**config.mk**
```make
export PLATFORM = sky130hd
export DESIGN_NAME = axi4l_arbiter
export DESIGN_NICKNAME = d
export VERILOG_FILES = /design/src/rtl/axi4l_arbiter.sv
export SDC_FILE = /design/constraint.sdc
export NUM_CORES = 1
export LEC_CHECK = 0
export ABC_AREA = 1
export CORE_AREA = 2 2 162 164
export DETAILED_ROUTE_END_ITERATION = 8
export DIE_AREA = 0 0 164 166
export GPL_ROUTABILITY_DRIVEN = 0
export SLEW_MARGIN = 20
export SYNTH_ARGS = -nofsm -noshare
export SYNTH_HDL_FRONTEND = slang
export SYNTH_SLANG_ARGS = --single-unit
```
**constraint.sdc**
```tcl
create_clock -name i_clk -period 1.7 [get_ports i_clk]
set_clock_uncertainty 0.1 [all_clocks]
set_input_delay 0.255 -clock i_clk [delete_from_list [all_inputs] [get_ports i_clk]]
set_output_delay 0.255 -clock i_clk [all_outputs]
set_load 0.05 [all_outputs]
```
**src/rtl/axi4l_arbiter.sv**
```systemverilog
// N-to-1 AXI4-Lite arbiter: one outstanding transaction at a time, round-robin between requesters.
// All channel signals pass straight through to the granted requester; nothing is buffered here.
module axi4l_arbiter #(
    parameter int unsigned N = 2
) (
    input  logic            i_clk,
    input  logic            i_reset,
    input  logic [N*32-1:0] i_in_awaddr,
    input  logic [N*3-1:0]  i_in_awprot,
    input  logic [N-1:0]    i_in_awvalid,
    output logic [N-1:0]    o_in_awready,
    input  logic [N*32-1:0] i_in_wdata,
    input  logic [N*4-1:0]  i_in_wstrb,
    input  logic [N-1:0]    i_in_wvalid,
    output logic [N-1:0]    o_in_wready,
    output logic [1:0]      o_in_bresp,
    output logic [N-1:0]    o_in_bvalid,
    input  logic [N-1:0]    i_in_bready,
    input  logic [N*32-1:0] i_in_araddr,
    input  logic [N*3-1:0]  i_in_arprot,
    input  logic [N-1:0]    i_in_arvalid,
    output logic [N-1:0]    o_in_arready,
    output logic [31:0]     o_in_rdata,
    output logic [1:0]      o_in_rresp,
    output logic [N-1:0]    o_in_rvalid,
    input  logic [N-1:0]    i_in_rready,
    output logic [31:0]     o_out_awaddr,
    output logic [2:0]      o_out_awprot,
    output logic            o_out_awvalid,
    input  logic            i_out_awready,
    output logic [31:0]     o_out_wdata,
    output logic [3:0]      o_out_wstrb,
    output logic            o_out_wvalid,
    input  logic            i_out_wready,
    input  logic [1:0]      i_out_bresp,
    input  logic            i_out_bvalid,
    output logic            o_out_bready,
    output logic [31:0]     o_out_araddr,
    output logic [2:0]      o_out_arprot,
    output logic            o_out_arvalid,
    input  logic            i_out_arready,
    input  logic [31:0]     i_out_rdata,
    input  logic [1:0]      i_out_rresp,
    input  logic            i_out_rvalid,
    output logic            o_out_rready
);

    localparam int unsigned GW = (N > 1) ? $clog2(N) : 1;

    typedef enum logic [2:0] {StIdle, StAr, StR, StAw, StB} state_e;

    state_e          r_state;
    logic [GW-1:0]   r_grant;
    logic [GW-1:0]   r_last;
    logic            r_aw_done;
    logic            r_w_done;

    logic [N-1:0]    w_req;
    logic [N-1:0]    w_gsel;
    logic [GW-1:0]   w_idx;
    logic [GW-1:0]   w_winner;
    logic            w_found;
    logic            w_win_wr;
    logic            w_g_awvalid;
    logic            w_g_wvalid;
    logic            w_g_arvalid;
    logic            w_g_rready;
    logic            w_g_bready;
    logic            w_st_ar;
    logic            w_st_r;
    logic            w_st_aw;
    logic            w_st_b;
    logic            w_aw_fin;
    logic            w_w_fin;

    assign w_req   = i_in_arvalid | i_in_awvalid;
    assign w_st_ar = (r_state == StAr);
    assign w_st_r  = (r_state == StR);
    assign w_st_aw = (r_state == StAw);
    assign w_st_b  = (r_state == StB);

    // Round-robin scan starting just after the last requester served.
    always_comb begin
        w_found  = 1'b0;
        w_winner = '0;
        w_win_wr = 1'b0;
        w_idx    = '0;
        for (int unsigned k = 1; k <= N; k++) begin
            w_idx = GW'((32'(r_last) + k) % N);
            if (!w_found && w_req[w_idx]) begin
                w_found  = 1'b1;
                w_winner = w_idx;
                w_win_wr = i_in_awvalid[w_idx];
            end
        end
    end

    always_comb begin
        o_out_awaddr = '0;
        o_out_awprot = '0;
        o_out_wdata  = '0;
        o_out_wstrb  = '0;
        o_out_araddr = '0;
        o_out_arprot = '0;
        w_g_awvalid  = 1'b0;
        w_g_wvalid   = 1'b0;
        w_g_arvalid  = 1'b0;
        w_g_rready   = 1'b0;
        w_g_bready   = 1'b0;
        w_gsel       = '0;
        for (int unsigned i = 0; i < N; i++) begin
            if (r_grant == GW'(i)) begin
                w_gsel[i]    = 1'b1;
                o_out_awaddr = i_in_awaddr[i*32 +: 32];
                o_out_awprot = i_in_awprot[i*3 +: 3];
                o_out_wdata  = i_in_wdata[i*32 +: 32];
                o_out_wstrb  = i_in_wstrb[i*4 +: 4];
                o_out_araddr = i_in_araddr[i*32 +: 32];
                o_out_arprot = i_in_arprot[i*3 +: 3];
                w_g_awvalid  = i_in_awvalid[i];
                w_g_wvalid   = i_in_wvalid[i];
                w_g_arvalid  = i_in_arvalid[i];
                w_g_rready   = i_in_rready[i];
                w_g_bready   = i_in_bready[i];
            end
        end
    end

    // Address and data of a write complete independently; sticky flags mask repeats.
    assign o_out_awvalid = w_st_aw & w_g_awvalid & ~r_aw_done;
    assign o_out_wvalid  = w_st_aw & w_g_wvalid & ~r_w_done;
    assign o_out_arvalid = w_st_ar & w_g_arvalid;
    assign o_out_rready  = w_st_r & w_g_rready;
    assign o_out_bready  = w_st_b & w_g_bready;

    assign o_in_awready = w_gsel & {N{w_st_aw & ~r_aw_done & i_out_awready}};
    assign o_in_wready  = w_gsel & {N{w_st_aw & ~r_w_done & i_out_wready}};
    assign o_in_arready = w_gsel & {N{w_st_ar & i_out_arready}};
    assign o_in_rvalid  = w_gsel & {N{w_st_r & i_out_rvalid}};
    assign o_in_bvalid  = w_gsel & {N{w_st_b & i_out_bvalid}};
    assign o_in_rdata   = i_out_rdata;
    assign o_in_rresp   = i_out_rresp;
    assign o_in_bresp   = i_out_bresp;

    assign w_aw_fin = r_aw_done | (o_out_awvalid & i_out_awready);
    assign w_w_fin  = r_w_done | (o_out_wvalid & i_out_wready);

    always_ff @(posedge i_clk) begin
        if (i_reset) begin
            r_state   <= StIdle;
            r_grant   <= '0;
            r_last    <= GW'(N - 1);
            r_aw_done <= 1'b0;
            r_w_done  <= 1'b0;
        end else begin
            case (r_state)
                StIdle: begin
                    if (w_found) begin
                        r_grant <= w_winner;
                        r_state <= w_win_wr ? StAw : StAr;
                    end
                end
                StAr: begin
                    if (o_out_arvalid && i_out_arready) begin
                        r_state <= StR;
                    end
                end
                StR: begin
                    if (i_out_rvalid && o_out_rready) begin
                        r_state <= StIdle;
                        r_last  <= r_grant;
                    end
                end
                StAw: begin
                    if (w_aw_fin && w_w_fin) begin
                        r_state   <= StB;
                        r_aw_done <= 1'b0;
                        r_w_done  <= 1'b0;
                    end else begin
                        r_aw_done <= w_aw_fin;
                        r_w_done  <= w_w_fin;
                    end
                end
                StB: begin
                    if (i_out_bvalid && o_out_bready) begin
                        r_state <= StIdle;
                        r_last  <= r_grant;
                    end
                end
                default: r_state <= StIdle;
            endcase
        end
    end

endmodule

```
==> metrics.md <==
| Metric | Value |
|---|---|
| Yosys top cell area share | 59.76% |
| Pwr dens | 995.4 mW/mm2 |
| Critical Path Fanout Max | 7 |
| Die area | 0.02722 mm2 |
| Achievable frequency | 573.4 MHz |
| Post-route ant nets | 0 |
| Placed Cells | between 1000 and 1500 |
| Outcome | complete, but fails checks |
| Unique masters post-synth | 22 |
| Congestion Overflow GR | 0 |
| Max_slew headroom | around four fifths |
| Fillcell total | 2702 |
| Actual slew at the worst max-slew pin | 0.2894 ns |
| CP Capture Type | output pin |
| CTS max path bufs | 2 |
| Antenna violations before repair | 0 |
| DRC violations left | 0 |
| First drt pass iteration count | 4 |
| WS Path Type | flop to output pin |
| Vias per cell | 3.593 |
| Worst-Skew Late Latency | 0.24 ns |
| Clk sink count | 7 |
| Initial Util | under 10% |
| HP Class | input port to output pin |
| Number of global-route vias before repair | a little over 4000 |
| Largest net degree at the start of global routing | 43 |
| Reg clk slew, reported paths | 0.04 ns |
| Failing checks | negative setup slack |
| Routed length per instance | 14.42 um |
| Layout area overhead | 264.3% |
| Synth Warn # | 0 |
| CP Data Required Time | 1.34 ns |
| Max cap viols | 0 |
| Seq/Total Area, Yosys | 6.411% |
| Std cell rows | 59 |
| Post-route setup slack | -0.04389 ns |
| Port bufs | 349 |
| Post-Syn Area per Cell | approximately 4.5 um2 |
| TritonCTS clock tree | done |
| CP arrival | 1.39 ns |
| Synth Cell Area | 0.002186 mm2 |
| Die Span X | 164 um |
| Nets | 1087 |
| H-tree depth | 1 |
| Power, Total | between 7 and 8 mW |
| Iter 0 DRT Violations | 116 |
| Part of the cycle the worst path needs | 102.6% |
| CP Launch Type | flop |
| Core Box Area | 0.02562 mm2 |
| Clk root buf | clkbuf_16 |
| Syn Inst Count | 491 |
| Area of the multi-input gates | around 0.0022 mm2 |
| FF/Latch Area | approximately 160 um2 |
| VDD IR-drop max | 0.0005289 V |
| Non-Filler Instances | 1156 |
| Num CTS Buffers | 3 |
| Top-Level Pins | 422 |
| Synth Register Bits | 7 |
| Tot GR Track Use | about 11% |
| Final number of setup-violating endpoints | 48 |
| Post-Syn Nets | 756 |
| Critical path launch point | r_grant$_SDFFE_PP0P_ |
| Routed vias | 4154 |
| Final min period | 1.744 ns |
| Final HPWL DP | between 10 and 15 mm |
| Antenna cell count | 0 |
| Die height | 166 um |
| Synth area leader | nand2_1 |
| Slew Viols, Final | 0 |
| Count of final hold-check violations | 0 |
| Final WL | 16.67 mm |
| Synth area leaders | nand2_1, buf_4, dfxtp_1 |
| Commonest non-fill, non-tap cell in the layout | nand2_1 |
| Pleak | ~3.7 nW |
| Setup TNS | -0.5057 ns |
| RSZ-0062 raised after global routing | true |
| First-pass GRT wire length | approximately 23 mm |
| Critical R2R Launch | r_grant$_SDFFE_PP0P_ |
| Fraction of layout cells with a size suffix above 1 | a little over a third |
| Most frequent cells in the layout | nand2_1, clkdlybuf4s50_1, buf_12 |
| Hold Crit Start | i_out_rdata[12] |
[cell type report]
class | count | area share (%)
clock buffers | 4 | 0.9898
flip-flops and latches | 7 | 1.948
inverters | 21 | 1.304
repair buffers | 387 | 62.33
multi-input cells | 402 | 28.17
well taps | 335 | 5.263
[final timing paths]
| check | depth (start not counted) | end | slack (ns) |
|---|---|---|---|
| setup / recovery | 6 | o_out_araddr[11] | -0.04 |
| hold / removal | 0 | o_in_rdata[12] | 0.41 |
| setup reg to reg | 10 | r_state[0]$_SDFFE_PP0P_ | 0.06 |
| hold reg to reg | 2 | r_last$_SDFFE_PP1P_ | 0.43 |
[per-layer routing]
layer / routed length (um) / part of all wire (%) / track usage, % / vias to the layer above
met5: 0 / 0 / 0 / -
met4: 323 / 1.9 / 2.784 / 0
met3: 1460 / 8.8 / 2.697 / 23
met2: 8353 / 50 / 19.86 / 230
met1: 6528 / 39 / 13.33 / 1798
li1: - / - / - / 2103
[what timing repair did]
| action | 4_1_cts | 5_1_grt |
|---|---|---|
| pin swaps | 18 | 20 |
| endpoints found under the hold margin | 0 | 0 |
| resized for setup | 113 | 116 |
| setup buffers | 10 | 7 |
| cloned | 6 | 2 |
| endpoints found under the setup margin | 119 | 116 |
| hold buffers | 0 | 0 |
[metrics by stage]
| step | setup WS [ns] | util (%) | area, um2 | hold slack (ns) |
|---|---|---|---|---|
| floorplan | -0.1707 | - | 2282 | 0.2241 |
| global placement | -0.03859 | 26.52 | 6794 | 0.4102 |
| detailed placement | -0.06097 | 26.52 | 6794 | 0.4103 |
| CTS | -0.05184 | 29.19 | 7478 | 0.4103 |
| global route | -0.09584 | 31.09 | 7964 | 0.4101 |
| finish | -0.04389 | 31.09 | 7964 | 0.4100 |
[state kept, by name, indices dropped and copies added (netlist names)]
| name | cells |
|---|---|
| r_last | 1 |
| r_grant | 1 |
| r_aw_done | 1 |
| r_w_done | 1 |
| r_state | 3 |
[synthesized netlist by cell type, drive strengths merged]
cell type and n:
inv 21, clkbuf 10, a21oi 5, nand3b 1, nor4 1, dfxtp 7, nand2 348, o211ai 1
a21boi 1, nor3 12, nor2 20, nand3 7, buf 51, o21ai 5, o21a 1
[power breakdown]
group	internal [mW]	switching, mW
clock network	0.313	0.104
registers	0.214	0.0931
logic	3.19	4.01
[critical path: stages (launching register included)]
cell,delay [ns]
dfxtp_4,0.41
buf_4,0.14
buf_12,0.13
clkbuf_16,0.16
nand2_1,0.07
nand2_2,0.10
buf_12,0.14
[logic make-up after synthesis]
family,share of synthesized area (%)
AOI/OAI and AO/OA,3.492
buffers and inverters,21.01
DFF,6.411
and+or+nand+nor,69.09
No activity file was read; power rests on OpenSTA's default activity.
